--- src/rtl/mul_ace_pkg.sv ---
// rtl/mul_ace_pkg.sv - shared types and default widths for the mul_ace scheduler
// Purpose: FSM state encoding and default parameter values used by the
//          scheduler and its round-robin arbiter.
// Ports:   none (package).
package mul_ace_pkg;

    localparam int MUL_W    = 8;
    localparam int MUL_NREQ = 2;

    typedef enum logic [1:0] {
        IDLE = 2'd0,
        BUSY = 2'd1,
        DONE = 2'd2
    } state_t;

endpackage

--- src/rtl/mul_ace_rr_arb.sv ---
// rtl/mul_ace_rr_arb.sv - round-robin arbiter with advance strobe
// Purpose: grants the first requester with req set, searching cyclically
//          from an internal pointer; the pointer moves past the granted
//          index only when adv is strobed.
// Ports:   clk, rst       - clock, async active-high reset
//          req[N_REQ]     - request vector
//          adv            - commit the current grant (pointer advances)
//          gnt[N_REQ]     - one-hot grant (combinational)
//          gnt_idx[IDW]   - encoded grant index
//          gnt_any        - some request is granted
module mul_ace_rr_arb
    import mul_ace_pkg::*;
#(
    parameter int N_REQ = MUL_NREQ,
    parameter int IDW   = (N_REQ > 1) ? $clog2(N_REQ) : 1
) (
    input  logic             clk,
    input  logic             rst,
    input  logic [N_REQ-1:0] req,
    input  logic             adv,
    output logic [N_REQ-1:0] gnt,
    output logic [IDW-1:0]   gnt_idx,
    output logic             gnt_any
);

    logic [IDW-1:0] ptr_q;
    logic [IDW-1:0] ptr_d;

    always_comb begin
        int             idx;
        logic [IDW-1:0] sel;
        gnt     = '0;
        gnt_idx = '0;
        gnt_any = 1'b0;
        idx     = 0;
        sel     = '0;
        // Walk the requesters starting at the pointer; first hit wins.
        for (int k = 0; k < N_REQ; k++) begin
            idx = (int'(ptr_q) + k) % N_REQ;
            sel = IDW'(idx);
            if (!gnt_any && req[sel]) begin
                gnt_any  = 1'b1;
                gnt[sel] = 1'b1;
                gnt_idx  = sel;
            end
        end
    end

    always_comb begin
        ptr_d = ptr_q;
        if (adv && gnt_any) begin
            ptr_d = (gnt_idx == IDW'(N_REQ - 1)) ? '0 : gnt_idx + IDW'(1);
        end
    end

    always_ff @(posedge clk or posedge rst) begin
        if (rst) begin
            ptr_q <= '0;
        end else begin
            ptr_q <= ptr_d;
        end
    end

endmodule

--- src/rtl/mul_ace_sched.sv ---
// rtl/mul_ace_sched.sv - round-robin scheduler around a shared shift-add multiplier
// Purpose: accepts one operand pair at a time from N_REQ requesters, runs a
//          W-cycle unsigned shift-add multiply, and returns the product
//          tagged with the owning requester index.
// Ports:   clk, rst                 - clock, async active-high reset
//          req_valid/req_a/req_b    - per-requester operand offers (W-bit packed)
//          req_ready                - one-hot accept strobe
//          res_valid/res_data/res_id- product and owner, held until res_ready
//          res_ready                - downstream accept
//          busy                     - a multiply or unconsumed result is pending
module mul_ace_sched
    import mul_ace_pkg::*;
#(
    parameter int N_REQ = MUL_NREQ,
    parameter int W     = MUL_W,
    parameter int IDW   = (N_REQ > 1) ? $clog2(N_REQ) : 1
) (
    input  logic               clk,
    input  logic               rst,
    input  logic [N_REQ-1:0]   req_valid,
    input  logic [N_REQ*W-1:0] req_a,
    input  logic [N_REQ*W-1:0] req_b,
    output logic [N_REQ-1:0]   req_ready,
    output logic               res_valid,
    output logic [2*W-1:0]     res_data,
    output logic [IDW-1:0]     res_id,
    input  logic               res_ready,
    output logic               busy
);

    localparam int CNT_W = (W > 1) ? $clog2(W) : 1;

    state_t           state_q, state_d;
    logic [W-1:0]     a_q, a_d;
    logic [W-1:0]     b_q, b_d;
    logic [2*W-1:0]   acc_q, acc_d;
    logic [CNT_W-1:0] cnt_q, cnt_d;
    logic [2*W-1:0]   res_data_q, res_data_d;
    logic [IDW-1:0]   res_id_q, res_id_d;

    logic [N_REQ-1:0] gnt;
    logic [IDW-1:0]   gnt_idx;
    logic             gnt_any;
    logic             adv;
    logic [W-1:0]     a_sel;
    logic [W-1:0]     b_sel;

    mul_ace_rr_arb #(
        .N_REQ (N_REQ),
        .IDW   (IDW)
    ) u_arb (
        .clk     (clk),
        .rst     (rst),
        .req     (req_valid),
        .adv     (adv),
        .gnt     (gnt),
        .gnt_idx (gnt_idx),
        .gnt_any (gnt_any)
    );

    // Operand mux for the granted requester.
    always_comb begin
        a_sel = '0;
        b_sel = '0;
        for (int i = 0; i < N_REQ; i++) begin
            if (gnt_idx == IDW'(i)) begin
                a_sel = req_a[i*W +: W];
                b_sel = req_b[i*W +: W];
            end
        end
    end

    assign adv = (state_q == IDLE) && gnt_any;

    always_comb begin
        state_d    = state_q;
        a_d        = a_q;
        b_d        = b_q;
        acc_d      = acc_q;
        cnt_d      = cnt_q;
        res_data_d = res_data_q;
        res_id_d   = res_id_q;
        case (state_q)
            IDLE: begin
                if (gnt_any) begin
                    a_d      = a_sel;
                    b_d      = b_sel;
                    acc_d    = '0;
                    cnt_d    = '0;
                    res_id_d = gnt_idx;
                    state_d  = BUSY;
                end
            end
            BUSY: begin
                // One partial product per cycle; no early exit on zero operands.
                if (b_q[0]) begin
                    acc_d = acc_q + ({{W{1'b0}}, a_q} << cnt_q);
                end
                b_d   = b_q >> 1;
                cnt_d = cnt_q + CNT_W'(1);
                if (cnt_q == CNT_W'(W - 1)) begin
                    res_data_d = acc_d;
                    state_d    = DONE;
                end
            end
            DONE: begin
                if (res_ready) begin
                    state_d = IDLE;
                end
            end
            default: begin
                state_d = IDLE;
            end
        endcase
    end

    always_ff @(posedge clk or posedge rst) begin
        if (rst) begin
            state_q    <= IDLE;
            a_q        <= '0;
            b_q        <= '0;
            acc_q      <= '0;
            cnt_q      <= '0;
            res_data_q <= '0;
            res_id_q   <= '0;
        end else begin
            state_q    <= state_d;
            a_q        <= a_d;
            b_q        <= b_d;
            acc_q      <= acc_d;
            cnt_q      <= cnt_d;
            res_data_q <= res_data_d;
            res_id_q   <= res_id_d;
        end
    end

    // Grant is combinational from req_valid, so force it low while reset is
    // applied to keep every output at zero during reset.
    assign req_ready = ((state_q == IDLE) && !rst) ? gnt : '0;
    assign res_valid = (state_q == DONE);
    assign busy      = (state_q != IDLE);
    assign res_data  = res_data_q;
    assign res_id    = res_id_q;

endmodule

--- config.mk ---
export PLATFORM = sky130hd
export DESIGN_NAME = mul_ace_sched
export DESIGN_NICKNAME = d
export VERILOG_FILES = /design/src/rtl/mul_ace_pkg.sv /design/src/rtl/mul_ace_rr_arb.sv /design/src/rtl/mul_ace_sched.sv
export SDC_FILE = /design/constraint.sdc
export NUM_CORES = 1
export LEC_CHECK = 0
export BUFFER_PORTS_ARGS = -buffer_cell sky130_fd_sc_hd__buf_2
export CAP_MARGIN = 0
export CORE_MARGIN = 8
export CORE_UTILIZATION = 40
export DETAILED_ROUTE_END_ITERATION = 8
export PLACE_DENSITY = 0.69
export SYNTH_ARGS = -nofsm -noshare
export SYNTH_HDL_FRONTEND = slang
export SYNTH_SLANG_ARGS = --single-unit
--- constraint.sdc ---
create_clock -name clk -period 2.99 [get_ports clk]
set_clock_uncertainty 0.05 [all_clocks]
set_input_delay 0.4485 -clock clk [delete_from_list [all_inputs] [get_ports clk]]
set_output_delay 0.4485 -clock clk [all_outputs]
set_load 0.01 [all_outputs]
==> results.yml <==
setup_path:
  rr_endpoint: "res_data[12]$_DFFE_PP0P_"
  r2r-start: "cnt_q[1]$_DFFE_PP0P_"
  crit_family: "compound AO/OA/AOI/OAI gates"
  start_kind: "flop"
  arrival_ns: 3.10
  cp_cell_sequence: "buf_4 > mux2i_1 > mux2_2 > o22ai_2 > ha_4 > o211ai_1 > o21ai_2 > a2111oi_4 > nor2_1 > xnor2_1 > o21ai_1"
  crit_buf_inv: 1
  cp-end-kind: "flop"
  worstRegToRegCells: 11
  max_stage_delay_ns: 0.50
  worstSetupPathType: "flop to flop"
  required_ns: 3.15
  slowest_stage: "dfrtp_2"
  crit_path_max_fanout: 8
  r2r_setup_slack_ns: 0.05
synthesis:
  synthesis.instances: 351
  synthFlopType: "dfrtp_1"
  yosys_register_bits: 55
  syn_area_mm2: 0.003368
  ys_types: 47
  yosysSeqAreaShare: 0.4086
  syn_nets: 406
  netlist_top_cells_area: "dfrtp_1 41%, mux2i_1 8.6%, ha_1 6.3%"
  synth_edf_count: 0
  ys_warn_count: 0
  synth_area_per_cell_um2: 9.596
  synth.top_cell.area_share: 0.4086
  synth_area_leader_cell: "dfrtp_1"
  synth-async-reset-ratio: 1.000
finish:
  area_growth_pct: 24.15
  fill_cells: 768
  seqCellArea_mm2: 0.001379
  multiInputGateArea_mm2: 0.002052
  finalNetCount: 471
  drive_above_1_share: 0.3022
  antenna_cells: 0
  postLayoutCoreUtil: 0.5115
placed_design:
  placement.io_buffers: 57
  place_congestion: 0.8645
  hpwlAfterDp_um: 5902
power_and_ir_drop:
  switching_power_uw: 2276
  ir_drop_uv: 497.6
  p_sw_frac: 0.4482
  leakage_uw: 0.002042
  pwr-share-seq: 0.259
  p_per_area_mw_per_mm2: 1215
  pwr-share-clk: 0.101
  power_uw: 5079
  intPower_uw: 2803
  comb_power_share: 0.640
routing:
  drtIter0Drc: 79
  vias_per_cell: 5.387
  dr.pass1.iters: 4
  routedWlPerCell_um: 15.55
  routed_wl_um: 8117
  detail-route-antenna-nets: 0
  num_vias: 2812
  drc: 0
timing:
  hold_ws_ns: 0.2766
  period_needed_ns: 2.941
  grt_setup_unrepaired: "yes"
  max_freq_mhz: 340.0
  setup-violations-final: 0
  fin_crit_sh: 0.9836
  worst_pin_slew_ns: 0.6993
  slew_headroom: 0.5338
  slew_violations: 0
  fin_tns_setup_ns: 0
  final-hold-violation-count: 0
cts:
  path_clk_slew_ns: 0.11
  cts_root_buf: "clkbuf_8"
  htree_levels: 2
  clk_latency_ns: 0.32
  hold_buffers: 0
  clk_path_buf_depth: 2
  cts_buffers: 5
  cts_tree: "built"
  clock-sinks: 55
outcome:
  outcome: "finished, final reports clean"
global_routing:
  grt_pass1_vias: 2918
  antenna_found_initial: 0
  overflow: 0
  grt_pass1_wl_um: 13230
  grt_max_degree: 56
  grtUsageTotal: 0.1370
die:
  die_y_um: 107.8
  initial_core_util: 0.4120
  coreArea_mm2: 0.008175
  io_pins: 58
  die_w_um: 107.8
  dieArea_mm2: 0.01161
  rows: 33
job:
  drv_cap: 0
hold_path:
  hp-class: "input port to async pin"
==> cell usage in the layout, fill, tap and decap left out, drive strengths merged, types with 6 or more instances in the layout <==
master,synthesis,layout
ha,17,17
dfrtp,55,55
a222oi,8,8
nor2,19,19
a22o,11,11
o21ai,40,40
nand3,6,6
a21oi,16,16
a21o,9,9
inv,15,16
a22oi,7,7
xor2,6,6
xnor2,8,8
mux2i,29,29
nand2,36,36
buf,4,78
==> registers in the layout (all words and copies together), names as in the netlist <==
signal       flops
res_id           1
a_q              8
state_q          2
acc_q           16
b_q              8
cnt_q            3
res_data        16
u_arb.ptr_q      1
==> power by group through the flow <==
stage | combinational (uW) | clock [uW] | sequential, uW
after floorplan | 2130 | 0 | 1260
after global placement | 2700 | 0 | 1290
after detailed placement | 2760 | 0 | 1310
after CTS | 2790 | 529 | 1290
after global routing | 3570 | 555 | 1370
final | 3250 | 513 | 1320
==> per-stage QoR <==
step / cells / setup slack (ns) / cell area, um^2
after global placement: 509 / -0.004377 / 3820
after global routing: 522 / -0.1194 / 4182
after floorplan: 351 / 0.04188 / 3390
after detailed placement: 509 / -0.07259 / 3820
final: 522 / 0.04914 / 4182
after CTS: 518 / 0.01414 / 3948
==> how the worst max path moves through the flow <==
stage / from / endpoint / slack, ns / depth (start not counted)
final: cnt_q[1]$_DFFE_PP0P_ / res_data[12]$_DFFE_PP0P_ / 0.05 / 11
after CTS: cnt_q[1]$_DFFE_PP0P_ / res_data[12]$_DFFE_PP0P_ / 0.01 / 11
after detailed placement: cnt_q[1]$_DFFE_PP0P_ / acc_q[12]$_DFFE_PP0P_ / -0.07 / 11
after global placement: cnt_q[1]$_DFFE_PP0P_ / res_data[12]$_DFFE_PP0P_ / -0.004 / 11
after global routing: cnt_q[1]$_DFFE_PP0P_ / acc_q[15]$_DFFE_PP0P_ / -0.12 / 11
after floorplan: cnt_q[1]$_DFFE_PP0P_ / acc_q[12]$_DFFE_PP0P_ / 0.04 / 14
==> timing repair <==
| action | CTS | global route |
|---|---|---|
| pin swaps | 1 | 14 |
| setup endpoints to repair | 8 | 11 |
| gates resized for setup | 2 | 41 |
| setup buffers | 1 | 4 |
==> worst register-to-register path: stages, from the launching register on <==
cell	delay (ns)
dfrtp_2	0.50
buf_4	0.17
mux2i_1	0.12
mux2_2	0.31
o22ai_2	0.22
ha_4	0.26
o211ai_1	0.30
o21ai_2	0.18
a2111oi_4	0.32
nor2_1	0.10
xnor2_1	0.22
o21ai_1	0.10
==> final cells by class <==
| cell class | count | area share |
|---|---|---|
| inverters | 15 | 0.01346 |
| flip-flops and latches | 55 | 0.3297 |
| clock buffers | 5 | 0.01646 |
| repair buffers | 78 | 0.1068 |
| multi-input cells | 261 | 0.4907 |
| well taps | 105 | 0.03142 |
| clock inverters | 3 | 0.01137 |
==> cell families after synthesis <==
group	Yosys count	synth area share
and+or+nand+nor	85	0.1152
muxes	34	0.1029
AOI/OAI and AO/OA	110	0.2259
adders and majority gates	18	0.06909
DFF	55	0.4086
buffers and inverters	35	0.04197
xor gates and xnor gates	14	0.03640
==> cells in the mapped netlist (2+ instances only) <==
cell / instances
ha_1: 17
a31oi_1: 4
o21ai_2: 2
mux2i_1: 29
nor2b_1: 3
mux2_2: 5
a222oi_1: 8
dfrtp_1: 55
nor2_1: 19
o22ai_1: 4
a22o_1: 11
a22oi_1: 7
nand2_1: 36
nor3b_1: 3
nand2b_1: 4
nor3_1: 3
inv_1: 15
a21oi_1: 16
o21ai_0: 35
and3_1: 3
a21o_1: 8
xor2_1: 6
o21ai_1: 3
xnor2_1: 8
buf_1: 2
clkbuf_1: 15
and2_1: 5
nand3_1: 6
==> per-layer routing <==
layer	track usage	up-vias	routed length, um
met5	0	-	0
met4	0.04460	0	143
met3	0.03234	15	384
met2	0.2241	71	3729
met1	0.1734	1311	3859
li1	-	1415	-
Note: power is estimated with default switching activity, not from simulation.
